<file path="src/rtl/aes_key_sched_ctrl.sv">
// aes_key_sched_ctrl
//   AES-128 key schedule sequencer and round-key server. A cipher key is loaded,
//   then w4..w43 are generated one word per clock into internal storage. Round
//   keys are served with one clock of latency. A read is answered as soon as its
//   four words exist, so early rounds can be fetched while expansion continues.
//
// Ports
//   clk          clock, all logic on posedge
//   rst          synchronous reset, active-high
//   key_in       128-bit cipher key, byte 0 in bits [127:120] (FIPS-197 order)
//   key_load     start expansion of key_in; accepted only when key_ready=1
//   key_ready    controller can accept a new key (IDLE or DONE)
//   sched_valid  all 44 words of the current schedule are written
//   word_cnt     number of schedule words written (0..44)
//   rk_req       round-key read request, sampled each clock
//   rk_idx       round-key index for rk_req
//   rk_valid     one-cycle response strobe
//   rk_data      {w[4k],w[4k+1],w[4k+2],w[4k+3]}, same byte order as key_in
//   rk_err       qualifies rk_valid: request refused, rk_data=0
module aes_key_sched_ctrl #(
  parameter int unsigned NUM_ROUNDS = 10
) (
  input  logic         clk,
  input  logic         rst,
  input  logic [127:0] key_in,
  input  logic         key_load,
  output logic         key_ready,
  output logic         sched_valid,
  output logic [5:0]   word_cnt,
  input  logic         rk_req,
  input  logic [3:0]   rk_idx,
  output logic         rk_valid,
  output logic [127:0] rk_data,
  output logic         rk_err
);

  localparam int unsigned NUM_WORDS = 4 * (NUM_ROUNDS + 1);

  // AES S-box, entry 0 in the most significant byte.
  localparam logic [2047:0] SBOX = {
    128'h637c777bf26b6fc53001672bfed7ab76,
    128'hca82c97dfa5947f0add4a2af9ca472c0,
    128'hb7fd9326363ff7cc34a5e5f171d83115,
    128'h04c723c31896059a071280e2eb27b275,
    128'h09832c1a1b6e5aa0523bd6b329e32f84,
    128'h53d100ed20fcb15b6acbbe394a4c58cf,
    128'hd0efaafb434d338545f9027f503c9fa8,
    128'h51a3408f929d38f5bcb6da2110fff3d2,
    128'hcd0c13ec5f974417c4a77e3d645d1973,
    128'h60814fdc222a908846eeb814de5e0bdb,
    128'he0323a0a4906245cc2d3ac629195e479,
    128'he7c8376d8dd54ea96c56f4ea657aae08,
    128'hba78252e1ca6b4c6e8dd741f4bbd8b8a,
    128'h703eb5664803f60e613557b986c11d9e,
    128'he1f8981169d98e949b1e87e9ce5528df,
    128'h8ca1890dbfe6426841992d0fb054bb16
  };

  typedef enum logic [1:0] {
    ST_IDLE,
    ST_EXPAND,
    ST_DONE
  } state_t;

  // ~b * 8 addresses entry b counted from the MSB end of the table.
  function automatic logic [7:0] sbox_lookup(input logic [7:0] b);
    return SBOX[{~b, 3'b000} +: 8];
  endfunction

  function automatic logic [31:0] sub_word(input logic [31:0] x);
    return {sbox_lookup(x[31:24]), sbox_lookup(x[23:16]),
            sbox_lookup(x[15:8]),  sbox_lookup(x[7:0])};
  endfunction

  state_t              r_state;
  state_t              w_state_nxt;
  logic [5:0]          r_word_cnt;
  logic [7:0]          r_rcon;
  logic [7:0]          w_rcon_nxt;
  // Sliding window of the last four words: [3] = w[i-4], [0] = w[i-1].
  logic [3:0][31:0]    r_win;
  logic [3:0][31:0]    r_sched [0:NUM_ROUNDS];
  logic                r_rk_valid;
  logic                r_rk_err;
  logic [127:0]        r_rk_data;

  logic                w_key_ready;
  logic                w_accept;
  logic                w_expand;
  logic                w_last;
  logic                w_rcon_step;
  logic [31:0]         w_rot_sub;
  logic [31:0]         w_new;
  logic                w_rk_ok;
  logic [3:0]          w_rd_idx;

  always_comb begin
    w_state_nxt = r_state;
    w_key_ready = 1'b0;
    w_expand    = 1'b0;
    w_last      = (r_word_cnt == 6'(NUM_WORDS - 1));
    unique case (r_state)
      ST_IDLE, ST_DONE: begin
        w_key_ready = 1'b1;
        if (key_load) w_state_nxt = ST_EXPAND;
      end
      ST_EXPAND: begin
        w_expand = 1'b1;
        if (w_last) w_state_nxt = ST_DONE;
      end
      default: w_state_nxt = ST_IDLE;
    endcase
    w_accept = key_load & w_key_ready;
  end

  always_comb begin
    w_rcon_step = (r_word_cnt[1:0] == 2'b00);
    w_rcon_nxt  = {r_rcon[6:0], 1'b0} ^ (r_rcon[7] ? 8'h1b : 8'h00);
    w_rot_sub   = sub_word({r_win[0][23:0], r_win[0][31:24]}) ^ {r_rcon, 24'h0};
    w_new       = r_win[3] ^ (w_rcon_step ? w_rot_sub : r_win[0]);
  end

  // A request colliding with a key accept is refused: slot 0 is being rewritten.
  always_comb begin
    w_rk_ok  = ~w_accept
             & (rk_idx <= 4'(NUM_ROUNDS))
             & ({rk_idx, 2'b11} < r_word_cnt);
    w_rd_idx = w_rk_ok ? rk_idx : '0;
  end

  always_ff @(posedge clk) begin
    if (rst) begin
      r_state    <= ST_IDLE;
      r_word_cnt <= '0;
      r_rcon     <= 8'h01;
      r_rk_valid <= 1'b0;
      r_rk_err   <= 1'b0;
      r_rk_data  <= '0;
    end else begin
      r_state <= w_state_nxt;
      if (w_accept) begin
        r_word_cnt <= 6'd4;
        r_rcon     <= 8'h01;
      end else if (w_expand) begin
        r_word_cnt <= r_word_cnt + 6'd1;
        if (w_rcon_step) r_rcon <= w_rcon_nxt;
      end
      r_rk_valid <= rk_req;
      r_rk_err   <= rk_req & ~w_rk_ok;
      if (rk_req) r_rk_data <= w_rk_ok ? r_sched[w_rd_idx] : '0;
    end
  end

  // Schedule storage, organised as round keys; contents need no reset.
  always_ff @(posedge clk) begin
    if (w_accept) begin
      r_sched[0] <= key_in;
      r_win      <= key_in;
    end else if (w_expand) begin
      r_sched[r_word_cnt[5:2]][~r_word_cnt[1:0]] <= w_new;
      r_win <= {r_win[2:0], w_new};
    end
  end

  assign key_ready   = w_key_ready;
  assign sched_valid = (r_state == ST_DONE);
  assign word_cnt    = r_word_cnt;
  assign rk_valid    = r_rk_valid;
  assign rk_err      = r_rk_err;
  assign rk_data     = r_rk_data;

endmodule

</file>
<file path="config.mk">
export PLATFORM = sky130hd
export DESIGN_NAME = aes_key_sched_ctrl
export DESIGN_NICKNAME = d
export VERILOG_FILES = /design/src/rtl/aes_key_sched_ctrl.sv
export SDC_FILE = /design/constraint.sdc
export NUM_CORES = 2
export LEC_CHECK = 0
export CAP_MARGIN = 20
export CORE_AREA = 4 4 427 429
export CTS_BUF_LIST = sky130_fd_sc_hd__clkbuf_16
export CTS_CLUSTER_DIAMETER = 150
export DETAILED_ROUTE_END_ITERATION = 16
export DIE_AREA = 0 0 431 433
export PLACE_DENSITY = 0.59
export SYNTH_ARGS = -nofsm -noshare
export SYNTH_HDL_FRONTEND = slang
export SYNTH_SLANG_ARGS = --single-unit
</file>
<file path="constraint.sdc">
create_clock -name clk -period 5.5 [get_ports clk]
set_input_delay 0.55 -clock clk [delete_from_list [all_inputs] [get_ports clk]]
set_output_delay 0.55 -clock clk [all_outputs]
set_load 0.05 [all_outputs]
</file>
==> results.md <==
* Max-slew headroom at 0.234
* Period minus WS final at 5130 ps
* Critical-path cell list: buf_12 > nor2_1 > nor3_1 > o41a_1 > a2111oi_0 > o31ai_1 > a31oi_1 > buf_4 > mux2i_1 > buf_4 > o21a_1 > buf_4
* Number of synthesized flops with an enable pin at 1,536
* FF-to-FF End: r_sched[10][95]
* Cts hold-fix bufs at 0
* Fin util at 0.517
* Number of synthesized register bits at approximately 1,700
* CP endpoint kind: flop
* Mapped cell area at 0.0801 sq mm
* Post-DP HPWL at just under 200 mm
* Rows at between 150 and 200
* Power share of the combinational group at 0.422
* CP max stage delay at approximately 960 ps
* DRT antenna net count at 0
* Sequential fraction of the synthesis area at 0.612
* Share of cells above drive strength 1 at 0.119
* Worst slew pin tran at 1150 ps
* Post-Syn Nets at approximately 6,500
* RSZ-0062 raised after global routing: no
* DR iter-0 viols at ~7,600
* Vias in the first global route at 54,900
* Post-Syn Area per Cell at 12.7 sq um
* Post-CTS Resized at 0
* Lkg Pwr at 32.8 nW
* Nets@finish at between 6,000 and 7,000
* Post-route clock period utilization at 0.933
* Post-synthesis to final-layout area growth at 15.0%
* CP endpoint: r_sched[10][95]
* PortBufs at around 270
* Root Driver: clkbuf_16
* Run status: finished clean
* Worst path required time at between 6000 and 7000 ps
* Clk buf depth at 3
* Initial antenna violation count at 16
* Worst Setup SP: r_win[18]
* CTS tree: done
* P_int at about 29 mW
* CP arrival at ~5800 ps
* Total iterations of the first detailed-routing run at 6
* Die Area at 0.187 sq mm
* Die H at approximately 430 um
* Vias per cell at about 6.5
* Placement-stage cell area at 0.0866 sq mm
* Chip Width at roughly 430 um
* Initial Utilization at 0.449
* Commonest non-fill, non-tap cells in the layout: 1,536 x edfxtp_1, 468 x nand2_1, 427 x mux2i_1, 327 x nor2b_1, 315 x o21ai_0
* CTS sink count at 1,682
* Clock Skew at about 29 ps
* Post-synth ARST share at 0
* Sw power at approximately 19 mW
* Sw Ratio at 0.394
* Reg2reg path depth at 12
* Clk slew on worst S/H paths at approximately 60 ps
* First-pass GRT wire length at between 400 and 500 mm
* IO Count at between 200 and 300
* Unique masters post-synth at slightly below 100
* Setup-failing EPs final at 0
* PwrDens at ~500 mW/mm^2
* Setup Buffers After CTS at 0
* Grt total ovfl at 0
* Most common cell after layout, fill and taps aside: edfxtp_1
* GR Util All Layers at 0.312
* Startpoint Class: flop
* Worst-Skew Late Latency at roughly 820 ps
* Max VDD drop at ~0.34 mV
* FF-to-FF setup slack at 370 ps
* Synth Flop Type: edfxtp_1
* Worst R2R Start: r_win[18]
* Largest net degree at the start of global routing at roughly 200
* Total Neg Setup Slack at 0 ps
* Crit path kind: reg -> reg
* Crit-path max FO at 65
* Clock Power Share at 0.239
* YS warnings at 0
* Sequential share of power at 0.339
* Core area at around 0.18 sq mm
* DRC viols at 0
* Post-DR wirelength/cell at approximately 33 um
* Cts bufs inserted at around 170
* Final Hold Viols at 0
* Synthesized netlist cell count at between 6,000 and 7,000
* CTS HTree Levels at 4
* Placer Congestion at around 1
* Slowest CP cell: a2111oi_0
* Hold Crit Class: in -> reg
* Final Max Slew Viols at 0
* MaxCap Viol Count at 0
* Peak Freq at slightly below 200 MHz
* Critical path's most frequent cell: buf_4
* Vias at between 50,000 and 60,000
* Post-Layout Inst Area at between 0.09 and 0.1 sq mm
* Routed wire length at between 200 and 300 mm
critical path, delay by kind of cell, from the launching register on:
| family | cells | cell delay [ps] |
|---|---|---|
| buffers and inverters | 4 | 940 |
| muxes | 1 | 210 |
| AOI/OAI and AO/OA | 5 | 2420 |
| DFF | 1 | 560 |
| and+or+nand+nor | 2 | 820 |
worst min path at each step:
stage / cells past startpoint / startpoint / endpoint / slack (ps)
after detailed placement: 1 / rk_data[38] / rk_data[38] / 460
after CTS: 2 / rk_req / rk_valid / 370
after global routing: 2 / rk_req / rk_valid / 420
after floorplan: 2 / r_rcon[6] / r_rcon[7] / 460
after global placement: 1 / rk_data[63] / rk_data[63] / 450
final: 2 / rk_req / rk_valid / 430
power groups by stage:
stage          logic (mW)  clock network (mW)  registers, mW
5_1_grt              20.8                12.0           16.0
6_report             19.9                11.3           16.0
3_3_place_gp         19.5                   0           16.2
4_1_cts              19.3                11.4           16.0
3_5_place_dp         19.2                   0           16.3
2_1_floorplan        11.6                   0           16.2
state kept, by name (all words and copies together), names as in the netlist:
name,count
r_state,2
rk_data,128
r_rcon,8
r_win,128
r_sched,1408
word_cnt,6
rk_err,1
rk_valid,1
per-layer routing:
| metal | routed length, um | vias up | share of wire | track usage |
|---|---|---|---|---|
| li1 | - | 25100 | - | - |
| met1 | 121000 | 29500 | 0.40 | 0.420 |
| met2 | 137000 | 3029 | 0.46 | 0.490 |
| met3 | 24300 | 659 | 0.081 | 0.0539 |
| met4 | 16900 | 2 | 0.057 | 0.153 |
| met5 | 176 | - | 0.00059 | 0 |
per-stage QoR:
| step | hold WS [ps] | power (mW) | setup WS, ps | instances |
|---|---|---|---|---|
| finish | 428 | 47.2 | 368 | 9003 |
| CTS | 371 | 46.7 | 468 | 8987 |
| floorplan | 459 | 27.7 | 955 | 6317 |
| global route | 417 | 48.8 | 184 | 8998 |
| detailed placement | 455 | 35.5 | 484 | 8662 |
| global placement | 451 | 35.8 | 597 | 8662 |
cells by family (layout without fill, tap and decap cells):
| logic type | count (synthesis) | in the layout | synth area share |
|---|---|---|---|
| AOI/OAI and AO/OA | 1820 | 1820 | 0.163 |
| DFF | 1682 | 1682 | 0.612 |
| and+or+nand+nor | 1505 | 1505 | 0.0925 |
| buffers and inverters | 633 | 953 | 0.0321 |
| muxes | 569 | 569 | 0.0852 |
| adders and majority gates | 67 | 67 | 0.0105 |
| xor gates and xnor gates | 41 | 41 | 0.00467 |
| other | 0 | 11 | 0 |
cell type report:
| type | count | area, sq um |
|---|---|---|
| diodes | 11 | 27.5 |
| clock buffers | 176 | 4400 |
| clock inverters | 149 | 1060 |
| fillers | 15200 | 86100 |
| inverters | 50 | 188 |
| multi-input cells | 4002 | 28900 |
| flip-flops and latches | 1682 | 49000 |
| well taps | 2355 | 2950 |
| repair buffers | 578 | 5500 |
synthesized netlist by cell type (95+ instances only):
library cell / number / area [sq um]
mux2i_1: 427 / 4270
a32o_1: 133 / 1330
o31a_1: 135 / 1180
nand3_1: 95 / 475
a21oi_1: 308 / 1540
o221ai_1: 147 / 1290
dfxtp_1: 146 / 2920
nor2_1: 271 / 1020
o21ai_0: 320 / 1600
edfxtp_1: 1536 / 46100
clkbuf_1: 416 / 1560
nand2_1: 474 / 1780
nor2b_1: 327 / 2050
a211oi_1: 300 / 2250
(Power assumes the default switching activity.)
